`src/rtl/seq_serializer.sv`:
```
// rtl/seq_serializer.sv - LSB-first word serializer with per-bit hold, abort and done pulse
// Optional build macro SEQ_SERIALIZER_PARITY_EN appends one even-parity bit after the data bits.
module seq_serializer #(
  parameter int WIDTH      = 16,
  parameter int BIT_CYCLES = 1
) (
  input  logic             clk,
  input  logic             rst,
  input  logic             load_valid,
  output logic             load_ready,
  input  logic [WIDTH-1:0] load_data,
  input  logic             abort,
  output logic             ser_out,
  output logic             ser_valid,
  output logic             busy,
  output logic             done
);

  localparam int BW = $clog2(WIDTH);
  localparam logic [BW-1:0] LAST_BIT  = BW'(WIDTH - 1);
  localparam logic [7:0]    LAST_HOLD = 8'(BIT_CYCLES - 1);

`ifdef SEQ_SERIALIZER_PARITY_EN
  typedef enum logic [1:0] {IDLE, SHIFT, PARITY, DONE} state_t;
  logic parity;
`else
  typedef enum logic [1:0] {IDLE, SHIFT, DONE} state_t;
`endif

  state_t           state;
  logic [WIDTH-1:0] sreg;
  logic [BW-1:0]    bit_cnt;
  logic [7:0]       hold_cnt;

  always_ff @(posedge clk) begin
    if (rst) begin
      state      <= IDLE;
      sreg       <= '0;
      bit_cnt    <= '0;
      hold_cnt   <= '0;
      load_ready <= 1'b1;
      ser_out    <= 1'b0;
      ser_valid  <= 1'b0;
      busy       <= 1'b0;
      done       <= 1'b0;
`ifdef SEQ_SERIALIZER_PARITY_EN
      parity     <= 1'b0;
`endif
    end else begin
      done <= 1'b0;
      case (state)
        IDLE: begin
          // abort is deliberately not consulted here: a load offered alongside it is accepted
          if (load_valid) begin
            state      <= SHIFT;
            sreg       <= load_data;
            bit_cnt    <= '0;
            hold_cnt   <= '0;
            load_ready <= 1'b0;
            ser_out    <= load_data[0];
            ser_valid  <= 1'b1;
            busy       <= 1'b1;
`ifdef SEQ_SERIALIZER_PARITY_EN
            parity     <= ^load_data;
`endif
          end
        end

        SHIFT: begin
          if (abort) begin
            state      <= IDLE;
            bit_cnt    <= '0;
            hold_cnt   <= '0;
            load_ready <= 1'b1;
            ser_out    <= 1'b0;
            ser_valid  <= 1'b0;
            busy       <= 1'b0;
          end else if (hold_cnt != LAST_HOLD) begin
            hold_cnt <= hold_cnt + 8'd1;
          end else begin
            hold_cnt <= '0;
            if (bit_cnt == LAST_BIT) begin
`ifdef SEQ_SERIALIZER_PARITY_EN
              state   <= PARITY;
              ser_out <= parity;
`else
              state     <= DONE;
              done      <= 1'b1;
              ser_out   <= 1'b0;
              ser_valid <= 1'b0;
              busy      <= 1'b0;
`endif
            end else begin
              bit_cnt <= bit_cnt + BW'(1);
              sreg    <= sreg >> 1;
              ser_out <= sreg[1];
            end
          end
        end

`ifdef SEQ_SERIALIZER_PARITY_EN
        PARITY: begin
          if (abort) begin
            state      <= IDLE;
            bit_cnt    <= '0;
            hold_cnt   <= '0;
            load_ready <= 1'b1;
            ser_out    <= 1'b0;
            ser_valid  <= 1'b0;
            busy       <= 1'b0;
          end else if (hold_cnt != LAST_HOLD) begin
            hold_cnt <= hold_cnt + 8'd1;
          end else begin
            hold_cnt  <= '0;
            state     <= DONE;
            done      <= 1'b1;
            ser_out   <= 1'b0;
            ser_valid <= 1'b0;
            busy      <= 1'b0;
          end
        end
`endif

        DONE: begin
          state      <= IDLE;
          load_ready <= 1'b1;
        end

        default: begin
          state      <= IDLE;
          load_ready <= 1'b1;
          ser_out    <= 1'b0;
          ser_valid  <= 1'b0;
          busy       <= 1'b0;
        end
      endcase
    end
  end

endmodule
```
`config.mk`:
```
export PLATFORM = sky130hd
export DESIGN_NAME = seq_serializer
export DESIGN_NICKNAME = d
export VERILOG_FILES = /design/src/rtl/seq_serializer.sv
export SDC_FILE = /design/constraint.sdc
export NUM_CORES = 1
export LEC_CHECK = 0
export CAP_MARGIN = 20
export CORE_ASPECT_RATIO = 0.75
export CORE_MARGIN = 1
export CORE_UTILIZATION = 40
export CTS_BUF_LIST = sky130_fd_sc_hd__clkbuf_4 sky130_fd_sc_hd__clkbuf_8 sky130_fd_sc_hd__clkbuf_16
export DETAILED_ROUTE_END_ITERATION = 10
export SLEW_MARGIN = 5
export SYNTH_ARGS = -nofsm -noshare
export SYNTH_HDL_FRONTEND = slang
export SYNTH_SLANG_ARGS = --single-unit
```
`constraint.sdc`:
```
create_clock -name clk -period 3.9 [get_ports clk]
set_input_delay 0.78 -clock clk [delete_from_list [all_inputs] [get_ports clk]]
set_output_delay 0.78 -clock clk [all_outputs]
set_load 0.02 [all_outputs]
```
After elaboration in Yosys (flattened, before gate mapping)
Cells that the tools add are included.

Flip-flop bits (word level): 34. Latch bits: 0. RAM bits: 0. Memory bits (read-only): 0. Bits of input ports: 20. Output and inout bits: 5. Word-level logic and storage cells: 67. Memories kept: 0.

Add/sub/neg operators: 2. Multiply operators: 0. Divide/modulo/power cells: 0. Magnitude comparators: 0. Equality and inequality tests: 11. Shift-type cells: 0. Mux-type cells: 33. Bitwise operators: 2. Reductions and logical operators: 11.

Operator list (count): two-way mux 16 bit (4); one-hot mux 16 bit (2 select lines) (1); two-way mux 8 bit (3); two-way mux 4 bit (4); one-hot mux 8 bit (2 select lines) (1); two-way mux 1 bit (11); != test 2 bit, second input constant (5); != test 3 bit, second input constant (3); adder 8 x 1 -> 8 bit, second input constant (1); two-way mux 2 bit (4); one-hot mux 4 bit (2 select lines) (1); AND reduction 4 bit (2); nonzero test 8 bit (1); one-hot mux 1 bit (3 select lines) (2); AND reduction 3 bit (2); AND reduction 5 bit (1); adder 4 x 1 -> 4 bit, second input constant (1); == test 4 bit, second input constant (1); one-hot mux 2 bit (2 select lines) (1); AND reduction 2 bit (2); OR reduction 4 bit (1); == test 2 x 1 -> 1 bit, second input constant (1); == test 2 bit, second input constant (1); zero test 2 bit (1); 3 further kinds (4).

Logic depth before layout (Yosys ltp)
Gate-level depths: netlist of run 1.

Depth in word-level cells: 5. Gate-level depth with buffers: 7. Mapped depth without buffers: 6.

Least setup slack after synthesis of run 1
No wires, ideal clock.

Kind: input to register. From: input port abort. To: register sreg[3]. Library setup time: 146 ps. Arrival: 1992 ps. Required time: 3754 ps. Path slack: 1762 ps. Stages on the path: 6. Path buffers: 3. Cells stage by stage: or3b_1 buf_4 o41ai_4 buf_6 buf_6 a211oi_2.

Cells in the longest elaborated chain, start to end: 2.

RTL lines: start, declared (RTL line 12) `input logic abort,`; != test 2 bit (no source line); AND reduction 5 bit (no source line); end signal, assigned (RTL line 56) `sreg <= load_data;`; end signal, assigned (RTL line 95) `sreg <= sreg >> 1;`; end, declared (RTL line 31) `logic [WIDTH-1:0] sreg;`.

No other way between the ends. A chain may end at the register's enable or synchronous reset.

Final worst setup path of run 1
From: input port abort. To: register sreg[1].

The elaborated chain is that of the path after synthesis.

==> metrics.md, run 1 <==
| Metric | Value |
|---|---|
| Post-synth EDFFs | `0` |
| Layout Nets | `220` |
| Post-route ant nets | `0` |
| Slowest CP cell | `or3b_1` |
| Pin slew with the least headroom to its limit | `939 ps` |
| Register area share after synthesis | `39.3%` |
| # resized after CTS | `0` |
| Crit path DAT | `2740 ps` |
| DR WL/cell | `13.4 um` |
| Maxcap violations | `0` |
| Top cells by count, synth | `33 x dfxtp_1, 27 x nor2_1, 14 x a211oi_2, 14 x mux2i_1, 7 x nand2_1` |
| Initial core utilization | `41.7%` |
| CP max FO | `29` |
| Clock transition at path regs | `70 ps` |
| Share of layout cells above drive strength 1 | `14.6%` |
| Post-CTS Hold Fix Bufs | `0` |
| TritonCTS clock tree | `yes` |
| Grt ovf | `0` |
| Ant. Diodes | `0` |
| Synth Instances | `175` |
| CTS Buf Count | `5` |
| Net Count, Synth | `198` |
| Vias per cell | `5.36` |
| Row cnt | `20` |
| Routability Congestion | `0.818` |
| CTS sink count | `33` |
| Worst Path Required | `4100 ps` |
| Yosys reg bits | `33` |
| Fin cells | `253` |
| Antenna violations before repair | `0` |
| Main combinational cell family by area after synthesis | `compound AO/OA/AOI/OAI gates` |
| Vias in the first global route | `1289` |
| Synth warnings | `0` |
| Xor/xnor cell area share of the yosys netlist | `3.65%` |
| Area grow syn2layout | `21.9%` |
| Pleak | `0.000781 uW` |
| Pre-Repair DR Iteration Count | `4` |
| RSZ-0062 raised after global routing | `false` |
| Setup violators final | `0` |
| Clk buf depth | `2` |
| Dpl cells | `245` |
| Dpl hpwl | `2.33 mm` |
| WS Path Type | `primary input to flip-flop` |
| Postcts setup bufs | `0` |
| Vias | `1355` |
| Final Util | `50.9%` |
| First-pass GRT wire length | `5.82 mm` |
| Die ar. | `4470 um^2` |
| CP Capture Type | `flip-flop` |
| Synth Area in Adders | `2.23%` |
| Synth Cell Area | `1680 um^2` |
| Simple-gate portion of the synthesized area | `19.9%` |
| Status | `finished, final reports clean` |
| Max frequency | `0.394 GHz` |
| # port buffers | `24` |
| CTS H-Tree Depth | `2` |
| Synth Area in Compound Gates | `21.2%` |
| Power density cells | `408 nW/um^2` |
| Final hold violation count | `0` |
| Worst-case clock skew | `4.30 ps` |
| Setup TNS | `0 ps` |
| Top post-synthesis cells by area | `dfxtp_1 39%, a211oi_2 10%, mux2i_1 8.3%` |
| Largest stage delay on the critical path | `520 ps` |
| Die height | `58.2 um` |
| Period utilization | `65.1%` |
| Top cell type's share of synthesized area | `39.3%` |
| Initial DRC count | `84` |
| Critical path startpoint category | `primary input` |
| FFs w/ async S/R, synth | `0%` |
| Most common cell in the netlist | `dfxtp_1` |
| GRT Overall Usage | `17.2%` |
| Cell variety after synth | `40` |
| Cell accounting for the most synthesized area | `dfxtp_1` |
| Mux share of post-synthesis cell area | `8.33%` |
| Peak supply drop | `0.188 mV` |
| DRC viols | `0` |
| Slew HR | `37.4%` |
| Avg Cell Area, Syn | `9.61 um^2` |
| Routed WL | `3.38 mm` |
| CORE AREA | `4030 um^2` |
| Final Slew Violations | `0` |
| Crit path cell chain | `clkdlybuf4s50_1 > or3b_1 > o41ai_4 > buf_4 > nor2_1 > a211oi_2` |
| Min-Delay Path Class | `flip-flop to flip-flop` |
| Largest net degree at the start of global routing | `30` |
| Die width | `76.9 um` |
| R2R Setup Slk | `1690 ps` |
| Clk Latency, worst-skew pair | `290 ps` |
| Fin crit period | `2540 ps` |
| Clock Tree Root | `clkbuf_8` |
| Hold slack | `499 ps` |
| Io pins | `25` |
| Synth Flop Type | `dfxtp_1` |
## per-layer routing
layer | global-route usage (%) | wire [um]
met1 | 22.0 | 1640
met3 | 4.57 | 162
met2 | 26.4 | 1510
met4 | 9.89 | 71
met5 | 0 | 0
## cells by family (layout without fill, tap and decap cells)
group | after synthesis | after routing
fa+ha+maj | 3 | 3
compound gates | 38 | 38
xor+xnor | 7 | 7
flops | 33 | 33
simple gates | 65 | 65
mux | 14 | 14
buf+inv | 15 | 38
## report_power, final
part / internal (uW) / total, uW / switching (uW)
combinational: 62.2 / 127 / 64.6
clock: 215 / 339 / 124
sequential: 357 / 370 / 12.8
## cell type report
cell class | instances | area (um^2)
multi-input combinational | 127 | 931
clock inverter | 1 | 30.0
clock buffer | 7 | 90.1
tap | 55 | 68.8
inverter | 4 | 15.0
sequential | 33 | 661
fill | 377 | 1980
timing repair buffer | 26 | 255
## placed cells by master (no fill, tap or decap), types with 2 or more instances in the layout
master           count
xnor2_1              6
inv_1                4
nand2b_1             3
o22ai_1              2
clkbuf_8             6
a21oi_1              5
nor4_1               5
nor3_1               6
a211oi_2            14
mux2i_1             14
clkdlybuf4s50_1     24
nor2_1              27
dfxtp_1             33
nand3_1              3
nor2b_1              3
nand2_1              7
nand4_1              2
buf_4                2
o21ai_0              5
ha_1                 3
o21bai_1             2
or3_1                2
## critical path: cells and delay by family
family | cells | cell delay, ps
AO/OA/AOI/OAI | 2 | 520
buffers and inverters | 2 | 830
AND/OR/NAND/NOR | 2 | 610
## path summary, 6_finish.rpt
check | start | endpoint | cells past startpoint
worst max-delay path | abort | sreg[1] | 6
worst min-delay path | sreg[15] | sreg[15] | 2
worst max register to register | hold_cnt[0] | sreg[1] | 7
worst min register to register | sreg[15] | sreg[15] | 2
## flip-flops by register name, indices dropped and copies added (netlist names)
signal,count
hold_cnt,8
done,1
busy,1
bit_cnt,4
state,2
sreg,15
ser_out,1
load_ready,1
## per-stage QoR
| stage | setup slack, ps | area, um^2 | total power, uW |
|---|---|---|---|
| global placement | 1140 | 1930 | 500 |
| global route | 1230 | 2050 | 874 |
| finish | 1360 | 2050 | 836 |
| CTS | 1340 | 2050 | 850 |
| floorplan | 1760 | 1680 | 469 |
| detailed placement | 1040 | 1930 | 505 |
Note: power is estimated with default switching activity, not from simulation.
==> inputs of run 2 (changes only) <==
==> constraint.sdc (replaced) <==
create_clock -name clk -period 2.2 [get_ports clk]
set_input_delay 0.44 -clock clk [delete_from_list [all_inputs] [get_ports clk]]
set_output_delay 0.44 -clock clk [all_outputs]
set_load 0.02 [all_outputs]
==> metrics.md, run 2 (synthesis results as in run 1) <==
| Metric | Value |
|---|---|
| Status | `finished, final reports clean` |
| CTS Buf Count | `5` |
| CTS sink count | `33` |
| Switching pwr | `339 uW` |
| Dpl cells | `252` |
| CTS H-Tree Depth | `2` |
| Switch share | `25.0%` |
| Die height | `58.2 um` |
| Largest register FFs | `15` |
| Most frequent cells in the layout | `33 x dfxtp_1, 27 x nor2_1, 24 x clkdlybuf4s50_1` |
| Pin slew with the least headroom to its limit | `521 ps` |
| Die width | `76.9 um` |
| Layout Nets | `227` |
| FF-to-FF path depth | `7` |
| Pre-Repair DR Iteration Count | `5` |
| Initial core utilization | `41.7%` |
| Maxcap violations | `0` |
| Hold Path Depth | `2` |
| CORE AREA | `4030 um^2` |
| First-pass GRT wire length | `5.96 mm` |
| Grt ovf | `0` |
| Dpl hpwl | `2.51 mm` |
| Io pins | `25` |
| Postcts setup bufs | `0` |
| Post-route ant nets | `0` |
| # resized after CTS | `0` |
| Comb pwr share | `17.9%` |
| GRT Overall Usage | `17.2%` |
| Fin cells | `259` |
| Setup violators final | `0` |
| Clk buf depth | `2` |
| Period utilization | `95.2%` |
| Slew HR | `65.0%` |
| Clk Latency, worst-skew pair | `280 ps` |
| Clock Power Share | `33.8%` |
| Worst-case clock skew | `6.00 ps` |
| Ant. Diodes | `0` |
| Min-Delay Path Class | `flip-flop to flip-flop` |
| Fin crit period | `2100 ps` |
| DRC viols | `0` |
| Most flops, register | `sreg` |
| Clock transition at path regs | `60 ps` |
| Vias | `1377` |
| Max frequency | `0.477 GHz` |
| Final Slew Violations | `0` |
| Most common cell after layout, fill and taps aside | `dfxtp_1` |
| CP max FO | `29` |
| Antenna violations before repair | `0` |
| Critical path startpoint category | `flip-flop` |
| Post-CTS Hold Fix Bufs | `0` |
| Seq pwr share | `48.3%` |
| Initial DRC count | `55` |
| Final Worst Setup Slack | `105 ps` |
| Area grow syn2layout | `24.0%` |
| CP Capture Type | `flip-flop` |
| TritonCTS clock tree | `yes` |
| Clock Tree Root | `clkbuf_8` |
| P_int | `1020 uW` |
| WS Path Type | `flip-flop to flip-flop` |
| Worst Path Required | `2390 ps` |
| Routed WL | `3.47 mm` |
| Crit path DAT | `2290 ps` |
| Pre-CTS setup slack | `-70.4 ps` |
| DR WL/cell | `13.4 um` |
| Peak supply drop | `0.398 mV` |
| Top flop regs | `sreg: 15 flops, hold_cnt: 8 flops, bit_cnt: 4 flops` |
| Vias per cell | `5.32` |
| Vias in the first global route | `1322` |
| Row cnt | `20` |
| # port buffers | `24` |
| Largest net degree at the start of global routing | `30` |
| Die ar. | `4470 um^2` |
| Share of layout cells above drive strength 1 | `17.2%` |
| Routability Congestion | `0.858` |
| Pleak | `0.000805 uW` |
| Power density cells | `650 nW/um^2` |
| Final hold violation count | `0` |
| RSZ-0062 raised after global routing | `false` |
## run 2: cell count changes in the layout (fill, tap and decap cells not counted), sizes merged
cell	delta
buf	+7
bufinv	-1
## run 2: cell type report
cell class	count	area [um^2]
well taps	55	68.8
inverters	4	15.0
flip-flops and latches	33	661
multi-input cells	127	931
fillers	361	1940
clock buffers	7	90.1
repair buffers	33	320
## run 2: worst paths after layout
kind	from	endpoint	slack, ps
setup / recovery	hold_cnt[1]	sreg[3]	100
hold / removal	sreg[15]	sreg[15]	510
setup reg to reg	hold_cnt[1]	sreg[3]	100
hold reg to reg	sreg[15]	sreg[15]	510
## run 2: power groups by stage
stage	Sequential [uW]	Clock, uW	Combinational [uW]
2_1_floorplan	669	0	163
3_3_place_gp	666	0	236
3_5_place_dp	667	0	244
4_1_cts	654	475	245
5_1_grt	658	507	263
6_report	654	459	243
## run 2: metrics by stage
step | total power, uW | setup TNS [ps] | hold WS, ps | util [%] | instance area (um^2)
global route | 1430 | 0 | 525 | 51.8 | 2090
global placement | 901 | -79.5 | 481 | 49.5 | 2000
floorplan | 832 | 0 | 466 | - | 1680
CTS | 1370 | 0 | 512 | 51.8 | 2090
finish | 1360 | 0 | 510 | 51.8 | 2090
detailed placement | 911 | -832 | 497 | 49.5 | 2000
## run 2: per-layer routing
layer  wire length [um]  part of all wire, %  GRT usage, %
met5                  0                    0             0
met4                 13                 0.37          7.14
met3                178                  5.1          5.04
met1               1690                   49          21.4
met2               1580                   46          27.9
## run 2: worst max-delay path, stage by stage, from the launching register on
cell	delay [ps]
dfxtp_1	350
inv_1	70
ha_1	180
or4b_4	510
o41ai_4	410
buf_12	230
nor2_1	70
a211oi_2	190
==> inputs of run 3 (changes only) <==
--- a/config.mk
+++ b/config.mk
@@ -8,9 +8,10 @@
 export CAP_MARGIN = 20
 export CORE_ASPECT_RATIO = 0.75
 export CORE_MARGIN = 1
-export CORE_UTILIZATION = 40
+export CORE_UTILIZATION = 35
 export CTS_BUF_LIST = sky130_fd_sc_hd__clkbuf_4 sky130_fd_sc_hd__clkbuf_8 sky130_fd_sc_hd__clkbuf_16
 export DETAILED_ROUTE_END_ITERATION = 10
+export SKIP_CTS_REPAIR_TIMING = 1
 export SLEW_MARGIN = 5
 export SYNTH_ARGS = -nofsm -noshare
 export SYNTH_HDL_FRONTEND = slang
==> metrics.md, run 3 (synthesis results as in run 1) <==
| Metric | Value |
|---|---|
| CTS sink count | `33` |
| Final hold violation count | `0` |
| TritonCTS clock tree | `yes` |
| Row cnt | `21` |
| Period utilization | `94.1%` |
| Pre-CTS setup slack | `-33.3 ps` |
| First-pass GRT wire length | `5.38 mm` |
| RSZ-0062 raised after global routing | `false` |
| Share of layout cells above drive strength 1 | `17.6%` |
| CTS H-Tree Depth | `2` |
| Initial core utilization | `37.0%` |
| Largest register FFs | `15` |
| Initial DRC count | `73` |
| CP max FO | `29` |
| Maxcap violations | `0` |
| Most flops, register | `sreg` |
| Area grow syn2layout | `24.0%` |
| Post-route ant nets | `0` |
| Power density cells | `639 nW/um^2` |
| Vias per cell | `5.26` |
| FF-to-FF path depth | `7` |
| Routability Congestion | `0.753` |
| Peak supply drop | `0.343 mV` |
| CTS Buf Count | `5` |
| Largest net degree at the start of global routing | `30` |
| Routed WL | `3.31 mm` |
| Max frequency | `0.483 GHz` |
| Status | `finished, final reports clean` |
| Dpl hpwl | `2.44 mm` |
| Min-Delay Path Class | `flip-flop to flip-flop` |
| Io pins | `25` |
| Hold path start | `sreg[15]` |
| Worst Path Required | `2400 ps` |
| Grt ovf | `0` |
| Ant. Diodes | `0` |
| Clk Latency, worst-skew pair | `280 ps` |
| Antenna violations before repair | `0` |
| DRC viols | `0` |
| WS Path Type | `flip-flop to flip-flop` |
| Hold slack | `515 ps` |
| # port buffers | `24` |
| Vias in the first global route | `1175` |
| Die height | `62.0 um` |
| Clock transition at path regs | `70 ps` |
| Slowest CP cell | `or4b_4` |
| Die width | `82.0 um` |
| Hold Path Depth | `2` |
| Tot Pwr | `1330 uW` |
| Reg2reg end | `sreg[4]` |
| Most frequent cells in the layout | `33 x dfxtp_1, 27 x nor2_1, 24 x clkdlybuf4s50_1` |
| R2R Setup Slk | `130 ps` |
| Pleak | `0.000806 uW` |
| Most common cell after layout, fill and taps aside | `dfxtp_1` |
| Crit path cell chain | `inv_1 > ha_1 > or4b_4 > o41ai_4 > buf_12 > nor2_1 > a211oi_2` |
| Slew HR | `65.1%` |
| Pin slew with the least headroom to its limit | `522 ps` |
| CP Capture Type | `flip-flop` |
| Final Worst Setup Slack | `129 ps` |
| Reg2reg start | `hold_cnt[1]` |
| Critical path startpoint category | `flip-flop` |
| Layout Nets | `227` |
| Worst-case clock skew | `5.70 ps` |
| Delay-heaviest family, CP | `compound AO/OA/AOI/OAI gates` |
| CP bufs+invs | `2` |
| Die ar. | `5090 um^2` |
| Filler cells | `452` |
| Setup TNS | `0 ps` |
| DR WL/cell | `12.6 um` |
| Pre-Repair DR Iteration Count | `6` |
| Crit path DAT | `2270 ps` |
| GRT Overall Usage | `14.3%` |
| Vias | `1378` |
| Hold EP | `sreg[15]` |
| Top flop regs | `sreg: 15 flops, hold_cnt: 8 flops, bit_cnt: 4 flops` |
| Setup violators final | `0` |
| Clock Tree Root | `clkbuf_8` |
| Largest stage delay on the critical path | `510 ps` |
| Fin crit period | `2070 ps` |
| Final Slew Violations | `0` |
| Clk buf depth | `2` |
| CORE AREA | `4550 um^2` |
## run 3: cell type report
class                           count  area, um^2  area share (%)
Tap cell                           57        71.3            3.42
Inverter                            4        15.0           0.720
Sequential cell                    33         661            31.7
Clock buffer                        6        76.3            3.66
Multi-Input combinational cell    127         931            44.7
Clock inverter                      2        10.0           0.480
Timing Repair Buffer               33         320            15.4
## run 3: tightest hold or removal path: stages, from the launching register on
cell,delay (ps)
dfxtp_1,310
o311ai_0,90
a21oi_1,70
## run 3: per-layer routing
| layer | GRT usage (%) | routed length [um] | share of wire, % | vias to the layer above |
|---|---|---|---|---|
| met3 | 4.09 | 139 | 4.2 | 7 |
| met5 | 0 | 0 | 0 | - |
| met2 | 20.9 | 1420 | 43 | 31 |
| li1 | - | - | - | 697 |
| met4 | 6.77 | 61 | 1.8 | 0 |
| met1 | 19.4 | 1680 | 51 | 643 |
## run 3: how the worst max path moves through the flow
| stage | endpoint | start | depth (start not counted) |
|---|---|---|---|
| after CTS | sreg[4] | hold_cnt[1] | 7 |
| after detailed placement | sreg[4] | abort | 6 |
| after floorplan | sreg[3] | hold_cnt[0] | 7 |
| after global routing | sreg[13] | hold_cnt[1] | 7 |
| after global placement | sreg[3] | abort | 6 |
| final | sreg[4] | hold_cnt[1] | 7 |
## run 3: power breakdown
group | switching [uW] | total, uW | internal [uW] | leakage, uW
Sequential | 20.9 | 654 | 633 | 0.000271
Combinational | 118 | 241 | 122 | 0.000487
Clock | 205 | 436 | 231 | 0.0000484
## run 3: per-stage QoR
step | cell area [um^2] | cells | utilization [%]
3_5_place_dp | 2000 | 254 | 44.0
2_1_floorplan | 1680 | 175 | -
5_1_grt | 2080 | 262 | 45.9
3_3_place_gp | 2000 | 254 | 44.0
4_1_cts | 2080 | 262 | 45.9
6_report | 2080 | 262 | 45.9
